==> src/rtl/alu_pkg.sv <==
// Shared definitions for the arithmetic slice: operation select encoding.
package alu_pkg;

  typedef logic [1:0] sel_t;

  localparam sel_t ALU_ADD  = 2'b00;
  localparam sel_t ALU_SUB  = 2'b01;
  localparam sel_t ALU_INC  = 2'b10;
  localparam sel_t ALU_PASS = 2'b11;

endpackage

==> src/rtl/alu_adder8.sv <==
// Combinational ripple-carry adder; a + b + cin with carry out of the MSB.
module alu_adder8 #(
  parameter int WIDTH = 8
) (
  input  logic [WIDTH-1:0] a,
  input  logic [WIDTH-1:0] b,
  input  logic             cin,
  output logic [WIDTH-1:0] sum,
  output logic             cout
);

  logic [WIDTH:0] w_c;

  assign w_c[0] = cin;

  for (genvar i = 0; i < WIDTH; i++) begin : g_bit
    assign sum[i]   = a[i] ^ b[i] ^ w_c[i];
    assign w_c[i+1] = (a[i] & b[i]) | (w_c[i] & (a[i] ^ b[i]));
  end

  assign cout = w_c[WIDTH];

endmodule

==> src/rtl/alua.sv <==
// Arithmetic ALU slice: one shared adder for ADD/SUB/INC, PASS bypasses it.
// Result and C/V flags are registered; synchronous active-high reset.
module alua
  import alu_pkg::*;
#(
  parameter int WIDTH = 8
) (
  input  logic             CLK,
  input  logic             RST,
  input  logic [WIDTH-1:0] A,
  input  logic [WIDTH-1:0] B,
  input  sel_t             SEL,
  output logic [WIDTH-1:0] OUT,
  output logic             V,
  output logic             C
);

  logic [WIDTH-1:0] w_add_b;
  logic             w_cin;
  logic [WIDTH-1:0] w_sum;
  logic             w_cout;
  logic             w_ovf;
  logic [WIDTH-1:0] w_res;
  logic             w_c;
  logic             w_v;

  logic [WIDTH-1:0] r_out;
  logic             r_v;
  logic             r_c;

  // SUB is A + ~B + 1, INC is A + 0 + 1; PASS value here is don't-care.
  always_comb begin
    w_add_b = B;
    w_cin   = 1'b0;
    unique case (SEL)
      ALU_ADD:  begin w_add_b = B;               w_cin = 1'b0; end
      ALU_SUB:  begin w_add_b = ~B;              w_cin = 1'b1; end
      ALU_INC:  begin w_add_b = '0;              w_cin = 1'b1; end
      default:  begin w_add_b = '0;              w_cin = 1'b0; end
    endcase
  end

  alu_adder8 #(.WIDTH(WIDTH)) u_adder (
    .a    (A),
    .b    (w_add_b),
    .cin  (w_cin),
    .sum  (w_sum),
    .cout (w_cout)
  );

  // Signed overflow from the operands actually fed to the adder covers ADD, SUB and INC alike.
  assign w_ovf = (A[WIDTH-1] == w_add_b[WIDTH-1]) && (w_sum[WIDTH-1] != A[WIDTH-1]);

  always_comb begin
    w_res = w_sum;
    w_c   = w_cout;
    w_v   = w_ovf;
    if (SEL == ALU_PASS) begin
      w_res = A;
      w_c   = 1'b0;
      w_v   = 1'b0;
    end
  end

  always_ff @(posedge CLK) begin
    if (RST) begin
      r_out <= '0;
      r_v   <= 1'b0;
      r_c   <= 1'b0;
    end else begin
      r_out <= w_res;
      r_v   <= w_v;
      r_c   <= w_c;
    end
  end

  assign OUT = r_out;
  assign V   = r_v;
  assign C   = r_c;

endmodule

==> config.mk <==
export PLATFORM = sky130hd
export DESIGN_NAME = alua
export DESIGN_NICKNAME = d
export VERILOG_FILES = /design/src/rtl/alu_pkg.sv /design/src/rtl/alu_adder8.sv /design/src/rtl/alua.sv
export SDC_FILE = /design/constraint.sdc
export NUM_CORES = 1
export LEC_CHECK = 0
export CAP_MARGIN = 20
export CORE_UTILIZATION = 44
export DETAILED_ROUTE_END_ITERATION = 8
export MAX_ROUTING_LAYER = met4
export PLACE_DENSITY = 0.8
export REMOVE_ABC_BUFFERS = 1
export SYNTH_ARGS = -nofsm -noshare
export SYNTH_HDL_FRONTEND = slang
export SYNTH_SLANG_ARGS = --single-unit
==> constraint.sdc <==
create_clock -name CLK -period 8.8 [get_ports CLK]
set_clock_uncertainty 0.05 [all_clocks]
set_input_delay 1.32 -clock CLK [delete_from_list [all_inputs] [get_ports CLK]]
set_output_delay 1.32 -clock CLK [all_outputs]
set_load 0.01 [all_outputs]
Word level (Yosys, flattened, before mapping)
Index checks and enable logic that the tools add are counted.
Operators by class
  multiplexer cells: 3
  bitwise logic cells: 41
  equal/unequal tests: 5
  reductions and logical operators: 4
Operators with widths (number)
  1-bit AND: 16
  8-bit one-hot mux with 2 select lines: 1
  1-bit bitwise XOR: 16
  8-bit 2-to-1 mux: 1
  8-bit NOT: 1
  1-bit OR: 8
  2-bit equality test, second input constant: 2
  2-bit OR reduction: 2
  2-bit by 1-bit equality test with 1-bit output, second input constant: 1
  2-bit zero test: 1
  1-bit equality test: 1
  1-bit logical AND: 1
  1-bit 2-to-1 mux: 1
  1-bit != test: 1
Storage, ports and cells
  register bits after elaboration: 10
  output and inout port bits: 10
  input port bits: 20
  logic and storage cells: 56

Logic depth before layout (Yosys ltp)
  depth after elaboration: 20
  mapped depth: 17

Modules after synthesis
Synthesis repeated with hierarchy kept, for this count alone.
Second synthesis, totals
  cells, all modules: 63
  area, all modules: 705.7 sq um
By module, submodules not included
  alua: sequential area each 200.2 sq um, cells an instance 45, area an instance 508.0 sq um, times used 1
  alu_adder8: sequential area each 0.0 sq um, cells an instance 18, area an instance 197.7 sq um, times used 1

Least setup slack after synthesis
No wires, ideal clock.
  kind: input-to-reg
  start: input SEL[0]
  end: register r_out[7] (netlist: OUT[7])
  setup slack: 3.957 ns
  data arrival time: 4.708 ns
  cell stages on the path: 17
  data required time: 8.664 ns
  setup time: 0.086 ns
  path through: inv_1 > ha_1 > mux2i_1 > fa_1 > fa_1 > inv_1 > fa_1 > fa_1 > fa_1 > inv_1 > fa_1 > inv_1 > fa_1 > inv_1 > fa_1 > and2b_2 > a211oi_1
Between the ends
  longest elaborated chain between the ends: 19
  elaborated cells on any way between the ends: 38
  classes of those cells: 3 x eq/ne; 3 x mux; 30 x bitwise; 2 x reduce/logical
Ends and longest elaborated chain
  start, declared: line alua.sv:12  | input sel_t SEL,
  2-bit by 1-bit equality test with 1-bit output (tied with other cells): line alua.sv:35  | unique case (SEL)
  8-bit one-hot mux with 2 select lines or 2-bit OR reduction (tied branches)
  1-bit bitwise XOR or 1-bit 2-to-1 mux (tied branches): line alu_adder8.sv:18, alua.sv:35
  1-bit AND: line alu_adder8.sv:18  | assign w_c[i+1] = (a[i] & b[i]) | (w_c[i] & (a[i] ^ b[i]));
  1-bit OR: line alu_adder8.sv:18
  1-bit AND: line alu_adder8.sv:18
  1-bit OR: line alu_adder8.sv:18
  1-bit AND: line alu_adder8.sv:18
  [3 not listed]
  1-bit AND: line alu_adder8.sv:18
  1-bit OR: line alu_adder8.sv:18
  1-bit AND: line alu_adder8.sv:18
  1-bit OR: line alu_adder8.sv:18
  1-bit AND: line alu_adder8.sv:18
  1-bit OR: line alu_adder8.sv:18
  1-bit bitwise XOR: line alu_adder8.sv:17  | assign sum[i] = a[i] ^ b[i] ^ w_c[i];
  8-bit 2-to-1 mux (*): line alua.sv:58  | if (SEL == ALU_PASS) begin
  end signal, assigned: line alua.sv:71  | r_out <= w_res;
  end, declared: line alua.sv:27  | logic [WIDTH-1:0] r_out;
Mark *: on every way between the ends. The rest lies on a longest branch, timed or not.
A chain may end at the register's enable or synchronous reset.

Worst setup path in the final report
Ends and elaborated chain as after synthesis.

==> qor.yml <==
syn2layout_area_growth_pct: 45.16
status: "finished, final reports clean"
max_freq_ghz: 0.1856
multi_input_area_um2: 435.4
finalHoldViolCount: 0
final_common_cell: "clkdlybuf4s50_1"
hold_path.class: "in2reg"
clkSinkCount: 10
final_area_mm2: 0.001013
grt_pass1_vias: 509
grt_max_degree: 15
fin_tns_setup_ns: 0
setup.worst_path.start: "SEL[0]"
crit_arrival_ns: 5.52
grt_use_total_pct: 18.21
die_area_mm2: 0.001750
setup_viol: 0
worst_setup_hold_path_clk_slew_ns: 0.07
crit_chain: "clkdlybuf4s50_1, inv_1, ha_1, mux2i_1, fa_1, fa_1, inv_1, fa_1, fa_1, fa_1, inv_1, fa_1, inv_1, fa_1, inv_1, fa_1, and2b_2, a211oi_1"
vdd_ir_drop_max_mv: 0.07099
synth_seq_area_share_pct: 28.67
dp.cells: 106
path_class: "in2reg"
gp_congestion: 0.7125
first_pass_iters: 4
grt_pass1_wl_um: 2242
final_cell_mix: "clkdlybuf4s50_1 (29), inv_1 (12), dfxtp_1 (10), mux2i_1 (8), fa_1 (8)"
cts_buffer_depth: 2
wire_per_inst_um: 11.86
diodes: 0
fp.dieH_um: 41.84
viasPerCell: 4.963
rsz0062_at_grt: "false"
yosys.area.top_type: "dfxtp_1"
cts_buffers: 3
postCtsSetupRepairBufs: 0
required_ns: 8.93
drc: 0
fill_cells: 121
h-tree-depth: 1
drtAntennaViolNets: 0
tightest_slew_ns: 0.5201
cap_viol_max_count: 0
end_kind: "flip-flop"
finalCriticalPeriod_ns: 5.389
rows: 14
slowest_delay_ns: 0.51
layout.nets: 127
slew_viol_final: 0
muxShareOfSynthArea_pct: 17.92
antenna_found_initial: 0
postCtsResizedCells: 0
synthSimpleGateAreaFrac_pct: 8.781
hpwlAfterDp_um: 995.4
p_total_mw: 0.1367
crit_path_frequent_cell: "fa_1"
vias: 541
hold_start: "A[5]"
ioPinCount: 30
root_buffer: "clkbuf_4"
synthesis.area_um2: 698.2
synth_top_family_by_area: "adder cells"
synth.area.top_cells: "dfxtp_1 (29%), fa_1 (23%), mux2i_1 (11%), ha_1 (7.2%), inv_1 (6.5%)"
fin_cells: 109
synth-compound-area-share_pct: 4.301
syn_inst: 63
critPathSlowestCell: "clkdlybuf4s50_1"
core-area_mm2: 0.001489
portBuffers: 29
synth_xor_area_share_pct: 1.254
drt_iter0_markers: 1
dpl_cell_area_um2: 991.0
startpoint_type: "primary input"
cellPowerDensity_mw_per_mm2: 134.9
cts_tree: "built"
synth_fa_ha_area_share_pct: 30.11
overflow: 0
wl_um: 1293
holdWs_ns: 1.605
ys_ff_latch: 10
period_share_pct: 61.24
initial_core_util_pct: 46.89
synth_cell_types: 14
p_leak_nw: 0.4559
slew_headroom_pct: 65.33
die_w_um: 41.84
ys_warn_count: 0
drive_gt1_share_pct: 11.83
seqCellArea_um2: 200.2
syn_avg_cell_area_um2: 11.08
crit_fanout: 8
synth_top_area_share_pct: 28.67
ctsHoldBuffers: 0
worst paths after layout:
kind | cells after the start | slack, ns | endpoint
worst max-delay path | 18 | 3.41 | OUT[7]$_SDFF_PP0_
worst min-delay path | 3 | 1.60 | OUT[5]$_SDFF_PP0_
cell usage after synthesis, drive strengths merged:
master / count
a211oi: 4
inv: 12
dfxtp: 10
xor2: 1
nor2: 4
mux2i: 8
clkbuf: 2
and2b: 4
mux2: 4
nor4: 1
ha: 4
fa: 8
nor3: 1
state kept, by name, summed over array words and instances, names as in the netlist:
name and flops:
OUT 8, C 1, V 1
final cells by class:
cell class / count / area share, %
Inverter: 12 / 4.444
Multi-Input combinational cell: 39 / 42.96
Sequential cell: 10 / 19.75
Timing Repair Buffer: 29 / 28.64
Clock buffer: 3 / 2.222
Tap cell: 16 / 1.975
critical path, delay by kind of cell:
kind	cells	cell delay (ns)
buffers and inverters	6	0.83
AND/OR/NAND/NOR	1	0.21
adder cells (fa/ha/maj)	9	2.77
multiplexers	1	0.22
AO/OA/AOI/OAI	1	0.16
per-stage QoR:
step	utilization, %	setup slack [ns]
global route	68.07	3.181
CTS	68.07	3.393
detailed placement	66.55	3.134
global placement	66.55	3.251
floorplan	-	3.956
finish	68.07	3.411
routing by layer:
layer | GRT usage (%) | part of all wire [%] | vias to the layer above
met1 | 23.38 | 43 | 255
met2 | 26.56 | 50 | 20
li1 | - | - | 262
met4 | 9.677 | 2.4 | 0
met5 | - | 0 | -
met3 | 4.348 | 5.0 | 4
where the power goes:
group | switching [mW] | internal, mW
Combinational | 0.0215 | 0.0306
Sequential | 0.00130 | 0.0509
Clock | 0.0165 | 0.0158
Total | 0.0394 | 0.0973
kinds of logic (layout without fill, tap and decap cells):
family,after synthesis,count (layout)
buf+inv,14,44
xor+xnor,1,1
flops,10,10
compound gates,4,4
fa+ha+maj,12,12
simple gates,10,10
mux,12,12
No activity file was read; power rests on OpenSTA's default activity.
